$ cat config.mk
export PLATFORM = sky130hd
export DESIGN_NAME = mem_request_master_flat
export DESIGN_NICKNAME = d
export VERILOG_FILES = /design/src/rtl/mem_request_master_if.sv /design/src/rtl/mem_request_master.sv /design/src/flat_wrapper.sv
export SDC_FILE = /design/constraint.sdc
export NUM_CORES = 1
export LEC_CHECK = 0
export ABC_AREA = 1
export CORE_ASPECT_RATIO = 1.2
export CORE_MARGIN = 2
export CORE_UTILIZATION = 53
export DETAILED_ROUTE_END_ITERATION = 8
export HOLD_SLACK_MARGIN = 0.12
export PLACE_DENSITY = 0.77
export SLEW_MARGIN = 30
export SYNTH_ARGS = -nofsm -noshare
export SYNTH_HDL_FRONTEND = slang
export SYNTH_SLANG_ARGS = --single-unit
$ cat constraint.sdc
create_clock -name clk -period 3.3 [get_ports clk]
set_clock_uncertainty 0.15 [all_clocks]
set_input_delay 0.66 -clock clk [delete_from_list [all_inputs] [get_ports clk]]
set_output_delay 0.66 -clock clk [all_outputs]
set_load 0.005 [all_outputs]
$ cat src/rtl/mem_request_master_if.sv
// Signal bundle between the CPU-side command/response port, the memory request
// master and the memory controller.
interface mem_request_master_if;
  logic        cmd_valid;
  logic        cmd_ready;
  logic        cmd_write;
  logic [15:0] cmd_addr;
  logic [15:0] cmd_wdata;
  logic        rsp_valid;
  logic        rsp_write;
  logic [15:0] rsp_rdata;
  logic        rsp_error;
  logic        busy;
  logic        request;
  logic        request_type;
  logic [15:0] request_address;
  logic [15:0] data_out;
  logic [15:0] memory_in;
  logic        memory_ready;
  logic        write_complete;

  modport master (
    input  cmd_valid, cmd_write, cmd_addr, cmd_wdata,
    input  memory_in, memory_ready, write_complete,
    output cmd_ready, rsp_valid, rsp_write, rsp_rdata, rsp_error, busy,
    output request, request_type, request_address, data_out
  );

  modport slave (
    output cmd_valid, cmd_write, cmd_addr, cmd_wdata,
    output memory_in, memory_ready, write_complete,
    input  cmd_ready, rsp_valid, rsp_write, rsp_rdata, rsp_error, busy,
    input  request, request_type, request_address, data_out
  );
endinterface

$ cat src/rtl/mem_request_master.sv
// Queues CPU load/store commands, issues one-cycle request pulses to the memory
// controller, and returns one response per command (error on watchdog expiry).
module mem_request_master #(
  parameter int CMD_DEPTH      = 4,
  parameter int TIMEOUT_CYCLES = 8
) (
  input  logic                 clk,
  input  logic                 reset,
  mem_request_master_if.master bus,
  output logic [1:0]           state_dbg
);

  // Command side: a command transfers on a rising edge where cmd_valid && cmd_ready;
  // the CPU must hold the command stable until then. Responses are one-cycle
  // rsp_valid pulses with no backpressure.

  localparam int PW = (CMD_DEPTH > 1) ? $clog2(CMD_DEPTH) : 1;
  localparam int CW = $clog2(CMD_DEPTH + 1);
  localparam int TW = $clog2(TIMEOUT_CYCLES);
  localparam logic [TW-1:0] TIMER_LAST = TW'(TIMEOUT_CYCLES - 1);

  typedef enum logic [1:0] {IDLE = 2'd0, ISSUE = 2'd1, WAIT = 2'd2} state_t;

  state_t          state;
  logic [TW-1:0]   timer;
  logic [32:0]     fifo_mem [CMD_DEPTH];
  logic [PW-1:0]   wr_ptr;
  logic [PW-1:0]   rd_ptr;
  logic [CW-1:0]   count;
  logic            full;
  logic            empty;
  logic            push;
  logic            pop;
  logic            done;

  logic            request_q;
  logic            req_type_q;
  logic [15:0]     req_addr_q;
  logic [15:0]     data_out_q;
  logic            rsp_valid_q;
  logic            rsp_write_q;
  logic [15:0]     rsp_rdata_q;
  logic            rsp_error_q;

  assign full  = (count == CW'(CMD_DEPTH));
  assign empty = (count == '0);
  // No push-through: a full FIFO refuses even when a pop happens this cycle.
  assign push  = bus.cmd_valid && !full && !reset;
  assign pop   = (state == IDLE) && !empty;
  // Only the flag matching the outstanding command counts as completion.
  assign done  = req_type_q ? bus.write_complete : bus.memory_ready;

  assign bus.cmd_ready       = !full && !reset;
  assign bus.busy            = !empty || (state != IDLE);
  assign bus.request         = request_q;
  assign bus.request_type    = req_type_q;
  assign bus.request_address = req_addr_q;
  assign bus.data_out        = data_out_q;
  assign bus.rsp_valid       = rsp_valid_q;
  assign bus.rsp_write       = rsp_write_q;
  assign bus.rsp_rdata       = rsp_rdata_q;
  assign bus.rsp_error       = rsp_error_q;
  assign state_dbg           = state;

  always_ff @(posedge clk) begin
    if (push) fifo_mem[wr_ptr] <= {bus.cmd_write, bus.cmd_addr, bus.cmd_wdata};
  end

  always_ff @(posedge clk or posedge reset) begin
    if (reset) begin
      wr_ptr <= '0;
      rd_ptr <= '0;
      count  <= '0;
    end else begin
      if (push) wr_ptr <= wr_ptr + PW'(1);
      if (pop)  rd_ptr <= rd_ptr + PW'(1);
      case ({push, pop})
        2'b10:   count <= count + CW'(1);
        2'b01:   count <= count - CW'(1);
        default: count <= count;
      endcase
    end
  end

  always_ff @(posedge clk or posedge reset) begin
    if (reset) begin
      state       <= IDLE;
      timer       <= '0;
      request_q   <= 1'b0;
      req_type_q  <= 1'b0;
      req_addr_q  <= '0;
      data_out_q  <= '0;
      rsp_valid_q <= 1'b0;
      rsp_write_q <= 1'b0;
      rsp_rdata_q <= '0;
      rsp_error_q <= 1'b0;
    end else begin
      rsp_valid_q <= 1'b0;
      case (state)
        IDLE: begin
          if (!empty) begin
            {req_type_q, req_addr_q, data_out_q} <= fifo_mem[rd_ptr];
            request_q <= 1'b1;
            state     <= ISSUE;
          end else begin
            request_q <= 1'b0;
          end
        end
        ISSUE: begin
          request_q <= 1'b0;
          timer     <= '0;
          state     <= WAIT;
        end
        WAIT: begin
          // Completion is tested first so it wins over a simultaneous timeout.
          if (done) begin
            rsp_valid_q <= 1'b1;
            rsp_write_q <= req_type_q;
            rsp_rdata_q <= req_type_q ? 16'h0000 : bus.memory_in;
            rsp_error_q <= 1'b0;
            state       <= IDLE;
          end else if (timer == TIMER_LAST) begin
            rsp_valid_q <= 1'b1;
            rsp_write_q <= req_type_q;
            rsp_rdata_q <= 16'h0000;
            rsp_error_q <= 1'b1;
            state       <= IDLE;
          end else begin
            timer <= timer + TW'(1);
          end
        end
        default: state <= IDLE;
      endcase
    end
  end

endmodule

$ cat src/flat_wrapper.sv
// flat-port wrapper written by rule: the top's interface ports become plain ports
module mem_request_master_flat 
#(
  parameter int CMD_DEPTH      = 4,
  parameter int TIMEOUT_CYCLES = 8
)
  (clk, reset, state_dbg, bus_cmd_valid, bus_cmd_write, bus_cmd_addr, bus_cmd_wdata, bus_memory_in, bus_memory_ready, bus_write_complete, bus_cmd_ready, bus_rsp_valid, bus_rsp_write, bus_rsp_rdata, bus_rsp_error, bus_busy, bus_request, bus_request_type, bus_request_address, bus_data_out);
  mem_request_master_if bus_i ();
  input  logic clk;
  input  logic reset;
  output logic [1:0] state_dbg;
  input wire logic [$bits(bus_i.cmd_valid)-1:0] bus_cmd_valid;
  input wire logic [$bits(bus_i.cmd_write)-1:0] bus_cmd_write;
  input wire logic [$bits(bus_i.cmd_addr)-1:0] bus_cmd_addr;
  input wire logic [$bits(bus_i.cmd_wdata)-1:0] bus_cmd_wdata;
  input wire logic [$bits(bus_i.memory_in)-1:0] bus_memory_in;
  input wire logic [$bits(bus_i.memory_ready)-1:0] bus_memory_ready;
  input wire logic [$bits(bus_i.write_complete)-1:0] bus_write_complete;
  output wire logic [$bits(bus_i.cmd_ready)-1:0] bus_cmd_ready;
  output wire logic [$bits(bus_i.rsp_valid)-1:0] bus_rsp_valid;
  output wire logic [$bits(bus_i.rsp_write)-1:0] bus_rsp_write;
  output wire logic [$bits(bus_i.rsp_rdata)-1:0] bus_rsp_rdata;
  output wire logic [$bits(bus_i.rsp_error)-1:0] bus_rsp_error;
  output wire logic [$bits(bus_i.busy)-1:0] bus_busy;
  output wire logic [$bits(bus_i.request)-1:0] bus_request;
  output wire logic [$bits(bus_i.request_type)-1:0] bus_request_type;
  output wire logic [$bits(bus_i.request_address)-1:0] bus_request_address;
  output wire logic [$bits(bus_i.data_out)-1:0] bus_data_out;
  assign bus_i.cmd_valid = bus_cmd_valid;
  assign bus_i.cmd_write = bus_cmd_write;
  assign bus_i.cmd_addr = bus_cmd_addr;
  assign bus_i.cmd_wdata = bus_cmd_wdata;
  assign bus_i.memory_in = bus_memory_in;
  assign bus_i.memory_ready = bus_memory_ready;
  assign bus_i.write_complete = bus_write_complete;
  assign bus_cmd_ready = bus_i.cmd_ready;
  assign bus_rsp_valid = bus_i.rsp_valid;
  assign bus_rsp_write = bus_i.rsp_write;
  assign bus_rsp_rdata = bus_i.rsp_rdata;
  assign bus_rsp_error = bus_i.rsp_error;
  assign bus_busy = bus_i.busy;
  assign bus_request = bus_i.request;
  assign bus_request_type = bus_i.request_type;
  assign bus_request_address = bus_i.request_address;
  assign bus_data_out = bus_i.data_out;
  mem_request_master #(.CMD_DEPTH(CMD_DEPTH), .TIMEOUT_CYCLES(TIMEOUT_CYCLES)) u_core (.clk(clk), .reset(reset), .bus(bus_i), .state_dbg(state_dbg));
endmodule
* Word level (Yosys, flattened, before mapping)
Memories as Yosys holds them, arrays and structs flattened. A register that Yosys moved wholly into a read port is not among the register bits. Cells that the tools add are included.
Storage, ports and cells: register bits 32, bits in writable memories 132, logic and storage cells 69, memories kept 1, output and inout port bits 57
Cells by class: reductions and logical operators 19, muxes and demuxes 23, bitwise operators 1, add/subtract/negate cells 5, eq/ne operators 10
Memories:
- u_core.fifo_mem | depth 4, width 33, rd ports 1, clocked after Yosys merged registers in 1, wr ports 1, line mem_request_master.sv:26 | logic [32:0] fifo_mem [CMD_DEPTH];
Operators with widths (number):
- $mux W16 | 3
- $pmux W3 S2 | 2
- $mux W1 | 11
- $reduce_bool A2 Y1 | 5
- $add A3 B1 Y3 const B | 2
- $eq A3 B3 Y1 const B | 2
- $mux W2 | 3
- $mux W3 | 2
- $ne A2 B2 Y1 const B | 3
- $pmux W2 S3 | 1
- $reduce_and A2 Y1 | 3
- $add A2 B1 Y2 const B | 2
- $eq A2 B1 Y1 const B | 2
- $eq A2 B2 Y1 const B | 2
- $logic_and A1 B1 Y1 | 4
- $logic_not A1 Y1 | 3
- $logic_not A3 Y1 | 1
- $ne A3 B1 Y1 const B | 1
- $reduce_and A3 Y1 | 1
- $sub A3 B1 Y3 const B | 1
- $logic_not A2 Y1 | 1
- $pmux W1 S2 | 1
- $logic_or A1 B1 Y1 | 1
- $not A1 Y1 | 1

* Depth between registers and ports, before layout
Gate-level depths: netlist (run 1).
depth after elaboration 6, gate-level depth with buffers 12, depth with buffers taken out 11

* Worst setup path before layout (run 1)
No wires, ideal clock.
path kind input -> register, start point input reset, end point memory u_core.fifo_mem[0][0], enable pin, library setup time 423 ps, slack -1214 ps, stages 3, arrival time 3940 ps, data required time 2727 ps, path through inv_1 > nand3_2 > nor2_1
On the way: word-level cells in the longest chain between the ends 4
Ends and longest elaborated chain:
- from (decl) | line flat_wrapper.sv:10 | input logic reset;
- $logic_not A1 Y1 | line mem_request_master.sv:48 | assign push = bus.cmd_valid && !full && !reset;
- $logic_and A1 B1 Y1 | line mem_request_master.sv:48
- $mux W1 | line mem_request_master.sv:66 | if (push) fifo_mem[wr_ptr] <= {bus.cmd_write, bus.cmd_addr, bus.cmd_wdata};
- $mux W1 (not written as such) | line mem_request_master.sv:66
- to (decl) | line mem_request_master.sv:26
No other way between the ends.

* Worst setup path after layout (run 1)
start point register u_core.state[0] (netlist: u_core.state_dbg[0]), end point output bus_busy
On the way: word-level cells in the longest chain between the ends 2
Ends and longest elaborated chain:
- from (decl) | line mem_request_master.sv:24 | state_t state;
- from (signal assigned) | line mem_request_master.sv:87 | state <= IDLE;
- from (signal assigned) | line mem_request_master.sv:104 | state <= ISSUE;
- from (signal assigned) | line mem_request_master.sv:112 | state <= WAIT;
- $reduce_bool A2 Y1 | line mem_request_master.sv:54 | assign bus.busy = !empty || (state != IDLE);
- $logic_or A1 B1 Y1 | line mem_request_master.sv:54
- to (decl) | line flat_wrapper.sv:24 | output wire logic [$bits(bus_i.busy)-1:0] bus_busy;
No other way between the ends.

==> results of run 1 <==
[flip-flops by register name, indices dropped and copies added (netlist names)]
name and count:
u_core.bus.data_out 16, u_core.bus.request 1, u_core.bus.request_address 16, u_core.bus.request_type 1
u_core.bus.rsp_error 1, u_core.bus.rsp_rdata 16, u_core.bus.rsp_valid 1, u_core.bus.rsp_write 1
u_core.count 3, u_core.fifo_mem 132, u_core.rd_ptr 2, u_core.state_dbg 2
u_core.timer 3, u_core.wr_ptr 2
[through the flow]
| stage | total power [uW] | util | instance area [sq um] | std cells |
|---|---|---|---|---|
| 2_1_floorplan | 5567 | - | 8283 | 830 |
| 3_3_place_gp | 6611 | 0.6189 | 9564 | 1127 |
| 3_5_place_dp | 6711 | 0.6189 | 9564 | 1127 |
| 4_1_cts | 9092 | 0.6633 | 10250 | 1159 |
| 5_1_grt | 9666 | 0.6633 | 10250 | 1159 |
| 6_report | 8991 | 0.6633 | 10250 | 1159 |
[how the worst max path moves through the flow]
stage                                    from                      to  slack [ns]  cells past startpoint
after floorplan                         reset         u_core.count[2]        0.06                      9
after global placement                  reset  u_core.fifo_mem[3][23]        0.58                      6
after detailed placement                reset         u_core.count[2]        0.55                     10
after CTS                 u_core.state_dbg[0]                bus_busy        0.62                      4
after global routing      u_core.state_dbg[0]                bus_busy        0.54                      4
final                     u_core.state_dbg[0]                bus_busy        0.66                      4
[cell families after synthesis]
kind of cell / count (synthesis)
xor+xnor: 4
simple gates: 471
buf+inv: 124
fa+ha+maj: 11
compound gates: 23
flops: 197
[Yosys cell counts]
| master | number |
|---|---|
| o21ai_1 | 9 |
| buf_4 | 9 |
| nand2_1 | 320 |
| nand4_1 | 1 |
| xnor2_1 | 1 |
| dfrtp_1 | 65 |
| buf_2 | 16 |
| xor2_1 | 3 |
| nand2_4 | 1 |
| nand3_1 | 8 |
| a31oi_1 | 1 |
| buf_6 | 7 |
| inv_1 | 87 |
| nor2_1 | 137 |
| inv_4 | 1 |
| nand2_2 | 1 |
| edfxtp_1 | 132 |
| fa_1 | 1 |
| inv_2 | 3 |
| o21ai_0 | 13 |
| nand3_2 | 2 |
| clkbuf_2 | 1 |
| nand3b_1 | 1 |
| ha_1 | 10 |
[critical path: cells and delay by family (launching register included)]
kind | cells | cell delay (ns)
and+or+nand+nor | 1 | 0.16
adders and majority gates | 1 | 0.26
DFF | 1 | 0.39
buffers and inverters | 2 | 0.60
[layout make-up]
class	count	share of cell area
clock inverter	13	0.02466
multi-input combinational	509	0.2081
sequential	197	0.5458
clock buffer	19	0.04224
tap	208	0.02539
inverter	91	0.03394
timing repair buffer	122	0.1199
[cells in the final DEF (no fill, tap or decap), drive strengths merged]
cell / count
ha: 10
nand3: 10
xor2: 3
inv: 91
fa: 1
edfxtp: 132
nand3b: 1
nand4: 1
dfrtp: 65
clkdlybuf4s50: 110
clkinv: 4
clkinvlp: 2
o21ai: 22
nor2: 137
buf: 12
xnor2: 1
a31oi: 1
clkbuf: 19
nand2: 322
bufinv: 7
[power by group through the flow]
stage                     Combinational (uW)  Clock [uW]  Sequential (uW)
final                                   3080        2360             3550
after global routing                    3520        2510             3640
after CTS                               3140        2400             3560
after detailed placement                3110           0             3600
after global placement                  3020           0             3590
after floorplan                         2090           0             3480
[metal layers]
metal | share of wire | wire (microns) | vias up
met2 | 0.53 | 8233 | 129
met1 | 0.42 | 6628 | 2554
met4 | 0.0094 | 147 | 0
met3 | 0.041 | 644 | 6
met5 | 0 | 0 | -
li1 | - | - | 2792
==> impl_metrics.sql, run 1 <==
INSERT INTO impl_metrics (metric_group, metric, value, unit) VALUES
('status', 'outcome', 'completed', ''),
('sta', 'totalNegativeSetupSlack', '0', 'ns'),
('power_and_ir_drop', 'power.share.combinational', '0.342', ''),
('cts', 'cts-buffers-inserted', '17', ''),
('cts', 'hold_fix_buffers_cts', '0', ''),
('die', 'full_die_area', '16620', 'sq um'),
('worst_setup_path', 'path_max_fanout', '4', ''),
('power_and_ir_drop', 'netSwitchingPower', '2970', 'uW'),
('power_and_ir_drop', 'power_leakage', '0.004553', 'uW'),
('layout', 'multi_input_comb_area', '2133', 'sq um'),
('routing', 'route.vias.total', '5481', ''),
('synthesis', 'yosysUniqueCellTypes', '24', ''),
('synthesis', 'post-synth-top-area-cell', 'edfxtp_1', ''),
('global_routing', 'gr-total-overflow', '0', ''),
('synthesis', 'synth_seq_area_share', '0.6760', ''),
('min_path', 'min_path_cells', '2', ''),
('die', 'boundaryPins', '111', ''),
('synthesis', 'synth_xor_area_frac', '0.004237', ''),
('worst_setup_path', 'regToRegEndpoint', 'u_core.count[2]', ''),
('power_and_ir_drop', 'largest_voltage_drop_on_the_vdd_net', '0.4453', 'mV'),
('cts', 'clkSlewWorstSetupHoldPaths', '0.07', 'ns'),
('worst_setup_path', 'crit_path_max_incr_delay', '0.52', 'ns'),
('worst_setup_path', 'worstPathArrival', '1.83', 'ns'),
('placement', 'placement.io_buffers', '110', ''),
('sta', 'timing.slew.headroom', '0.4242', ''),
('power_and_ir_drop', 'intPower', '6021', 'uW'),
('synthesis', 'synthMuxAreaShare', '0', ''),
('sta', 'timing.final.crit_period', '2.636', 'ns'),
('die', 'core-area', '15450', 'sq um'),
('routing', 'drc_violations_left', '0', ''),
('power_and_ir_drop', 'power.share.switching', '0.3303', ''),
('cts', 'number_of_levels_the_h_tree_was_split_into', '4', ''),
('sta', 'timing.final.setup_violations', '0', ''),
('worst_setup_path', 'timing.setup.critical_path_class', 'flop to output port', ''),
('worst_setup_path', 'worst_setup_path_end_kind', 'output port', ''),
('global_routing', 'first_global_vias', '5395', ''),
('placement', 'hpwlAfterDp', '9671', 'microns'),
('power_and_ir_drop', 'pwr-share-clk', '0.262', ''),
('worst_setup_path', 'critical_path.reg2reg.startpoint', 'u_core.state_dbg[0]', ''),
('synthesis', 'synthesis.area_per_instance', '9.963', 'sq um'),
('power_and_ir_drop', 'p_seq_frac', '0.395', ''),
('synthesis', 'synthesis.instances', '830', ''),
('routing', 'avgRoutedWirePerCell', '13.51', 'microns'),
('sta', 'finalHoldViolCount', '0', ''),
('run', 'maxCapViolations', '0', ''),
('global_routing', 'busiest_layer', 'met2', ''),
('global_routing', 'grt_max_degree', '78', ''),
('synthesis', 'synthDominantCellAreaShare', '0.4793', ''),
('layout', 'area_growth_syn_to_layout', '23.95', '%'),
('sta', 'timing_worst_slew_pin_value', '0.8637', 'ns'),
('layout', 'num-fill-cells', '1198', ''),
('synthesis', 'synthSimpleGateAreaFrac', '0.2185', ''),
('worst_setup_path', 'timing.critical_path.cells', 'inv_1 > ha_1 > nand2_1 > clkdlybuf4s50_1', ''),
('placement', 'dpl_worst_slack', '0.5470', 'ns'),
('cts', 'cts_resized', '0', ''),
('worst_setup_path', 'timing.critical_path.from_type', 'flop', ''),
('synthesis', 'yosys-top-cells-area', 'edfxtp_1, dfrtp_1, nand2_1, nor2_1, inv_1', ''),
('die', 'floorplan.initialDensity', '0.5351', ''),
('synthesis', 'synth_fp_nets', '895', ''),
('sta', 'grt_setup_unrepaired', 'no', ''),
('worst_setup_path', 'required', '2.49', 'ns'),
('global_routing', 'global_route.usage.met2', '0.3553', ''),
('synthesis', 'synth_top_family_by_area', 'simple AND/OR/NAND/NOR gates', ''),
('die', 'die_height', '140.8', 'microns'),
('synthesis', 'syn-cell-area', '8269', 'sq um'),
('routing', 'vias_per_cell', '4.729', ''),
('die', 'fp.dieW', '118.0', 'microns'),
('min_path', 'worst_hold_path_type', 'flop to flop', ''),
('sta', 'fmax', '379.3', 'MHz'),
('routing', 'drtIter0Drc', '298', ''),
('routing', 'number_of_optimization_iterations_in_the_first_detailed_route_pass', '4', '');
(Power assumes the default switching activity.)
==> inputs of run 2 (changes only) <==
Clock period 3.3 ns to 2.6 ns, I/O delays scaled along.
==> impl_metrics.sql, run 2 (same netlist as run 1, synthesis figures left out) <==
INSERT INTO impl_metrics (metric_group, metric, value, unit) VALUES
('power_and_ir_drop', 'power-per-cell-area', '1090', 'nW/um^2'),
('worst_setup_path', 'path_max_fanout', '4', ''),
('routing', 'avgRoutedWirePerCell', '13.49', 'microns'),
('cts', 'worst_skew_pair.late_latency', '0.43', 'ns'),
('worst_setup_path', 'worst_setup_path_end_kind', 'output port', ''),
('power_and_ir_drop', 'power_leakage', '0.004541', 'uW'),
('sta', 'timing.final.crit_period', '2.493', 'ns'),
('placement', 'placement.io_buffers', '110', ''),
('sta', 'timing.final.setup_violations', '0', ''),
('global_routing', 'grt_util_all_layers', '0.1988', ''),
('routing', 'wirelength', '15690', 'microns'),
('sta', 'fmax', '401.1', 'MHz'),
('global_routing', 'grt_first_pass_wirelength', '25830', 'microns'),
('routing', 'number_of_optimization_iterations_in_the_first_detailed_route_pass', '5', ''),
('cts', 'number_of_levels_the_h_tree_was_split_into', '4', ''),
('cts', 'cts-buffers-inserted', '17', ''),
('die', 'boundaryPins', '111', ''),
('routing', 'drc_violations_left', '0', ''),
('placement', 'gp_congestion', '0.7728', ''),
('worst_setup_path', 'worstPathArrival', '1.82', 'ns'),
('layout', 'fin_nets', '1007', ''),
('global_routing', 'grt_antenna_before_repair', '0', ''),
('power_and_ir_drop', 'design_power_total', '11180', 'uW'),
('layout', 'largest_register', 'u_core.fifo_mem', ''),
('sta', 'timing.slew.headroom', '0.4379', ''),
('cts', 'hold_fix_buffers_cts', '0', ''),
('die', 'die_height', '140.8', 'microns'),
('sta', 'min_period_over_period', '0.9589', ''),
('layout', 'post_layout_nonfiller_instances', '1163', ''),
('routing', 'drtIter0Drc', '323', ''),
('worst_setup_path', 'timing.setup.critical_path_class', 'flop to output port', ''),
('status', 'outcome', 'completed', ''),
('sta', 'grt_setup_unrepaired', 'no', ''),
('placement', 'placed_area', '9642', 'sq um'),
('run', 'maxCapViolations', '0', ''),
('global_routing', 'gr-total-overflow', '0', ''),
('cts', 'cts_tree', 'done', ''),
('sta', 'report.final.slew_viol_count', '0', ''),
('cts', 'clockBufferDepth', '2', ''),
('layout', 'num-fill-cells', '1179', ''),
('sta', 'timing_worst_slew_pin_value', '0.8432', 'ns'),
('die', 'rows', '50', ''),
('cts', 'post_cts_buffers', '0', ''),
('die', 'fp.dieW', '118.0', 'microns'),
('power_and_ir_drop', 'largest_voltage_drop_on_the_vdd_net', '0.6202', 'mV'),
('worst_setup_path', 'timing.critical_path.from_type', 'flop', ''),
('layout', 'largest_register_ff_count', '132', ''),
('layout', 'layout_common_cells', 'nand2_1, nor2_1, edfxtp_1, clkdlybuf4s50_1, inv_1', ''),
('layout', 'final_area', '10250', 'sq um'),
('routing', 'vias_per_cell', '4.723', ''),
('layout', 'area_growth_syn_to_layout', '23.97', '%'),
('die', 'full_die_area', '16620', 'sq um'),
('cts', 'clk_root_buffer_cell', 'clkbuf_16', ''),
('die', 'floorplan.initialDensity', '0.5351', ''),
('global_routing', 'grt_max_degree', '73', ''),
('sta', 'setup_ws', '0.1069', 'ns'),
('layout', 'post_route_cells_drive_above_1_share', '0.06492', ''),
('cts', 'clkSlewWorstSetupHoldPaths', '0.07', 'ns'),
('routing', 'detail-route-antenna-nets', '0', ''),
('layout', 'n_antenna_cell', '0', ''),
('placement', 'dpl_worst_slack', '0.2436', 'ns'),
('layout', 'layout_commonest_cell', 'nand2_1', ''),
('min_path', 'worst_hold_path_type', 'flop to flop', ''),
('global_routing', 'first_global_vias', '5467', ''),
('cts', 'cts_resized', '0', ''),
('placement', 'hpwlAfterDp', '9970', 'microns'),
('die', 'core-area', '15450', 'sq um'),
('routing', 'route.vias.total', '5493', ''),
('sta', 'finalHoldViolCount', '0', ''),
('cts', 'tritoncts_num_sinks', '197', ''),
('sta', 'totalNegativeSetupSlack', '0', 'ns'),
('placement', 'count_of_placed_standard_cells_including_taps', '1131', ''),
('worst_setup_path', 'required', '1.93', 'ns');
run 2: power by group:
group | total (uW) | internal (uW) | switching, uW
logic | 4100 | 1750 | 2350
registers | 4400 | 4060 | 340
clock network | 2680 | 1570 | 1110
total | 11200 | 7380 | 3800
run 2: final timing paths:
path | from | endpoint | slack [ns] | cells after the start
min | u_core.bus.request_address[3] | u_core.bus.request_address[3] | 0.33 | 2
max | u_core.state_dbg[0] | bus_busy | 0.11 | 4
max in group asynchronous | reset | u_core.rd_ptr[0] | 1.02 | 3
max reg2reg | u_core.state_dbg[1] | u_core.count[2] | 0.67 | 11
min in group asynchronous | reset | u_core.bus.request_address[5] | 0.65 | 3
min reg2reg | u_core.bus.request_address[3] | u_core.bus.request_address[3] | 0.33 | 2
run 2: area by class of cell:
class,instances,area (sq um),area share
Sequential cell,197,5594,0.5457
Multi-Input combinational cell,509,2156,0.2103
Timing Repair Buffer,126,1284,0.1252
Clock buffer,22,464.2,0.04528
Inverter,91,347.8,0.03393
Tap cell,208,260.3,0.02539
Clock inverter,10,145.1,0.01416
run 2: layer usage:
layer	global-route usage	vias up	part of all wire
met2	0.3553	124	0.52
met5	0	-	0
met3	0.04207	20	0.037
met4	0.06785	0	0.017
li1	-	2795	-
met1	0.2402	2554	0.43
run 2: through the flow:
stage / utilization / hold slack [ns]
after floorplan: - / 0.2959
after global placement: 0.6240 / 0.3088
after detailed placement: 0.6240 / 0.3138
after CTS: 0.6634 / 0.3319
after global routing: 0.6634 / 0.3551
final: 0.6634 / 0.3257
run 2: critical path, stage by stage (launching register included):
cell and delay [ns]:
dfrtp_1 0.39, inv_1 0.08, ha_1 0.26, nand2_1 0.15
clkdlybuf4s50_1 0.52
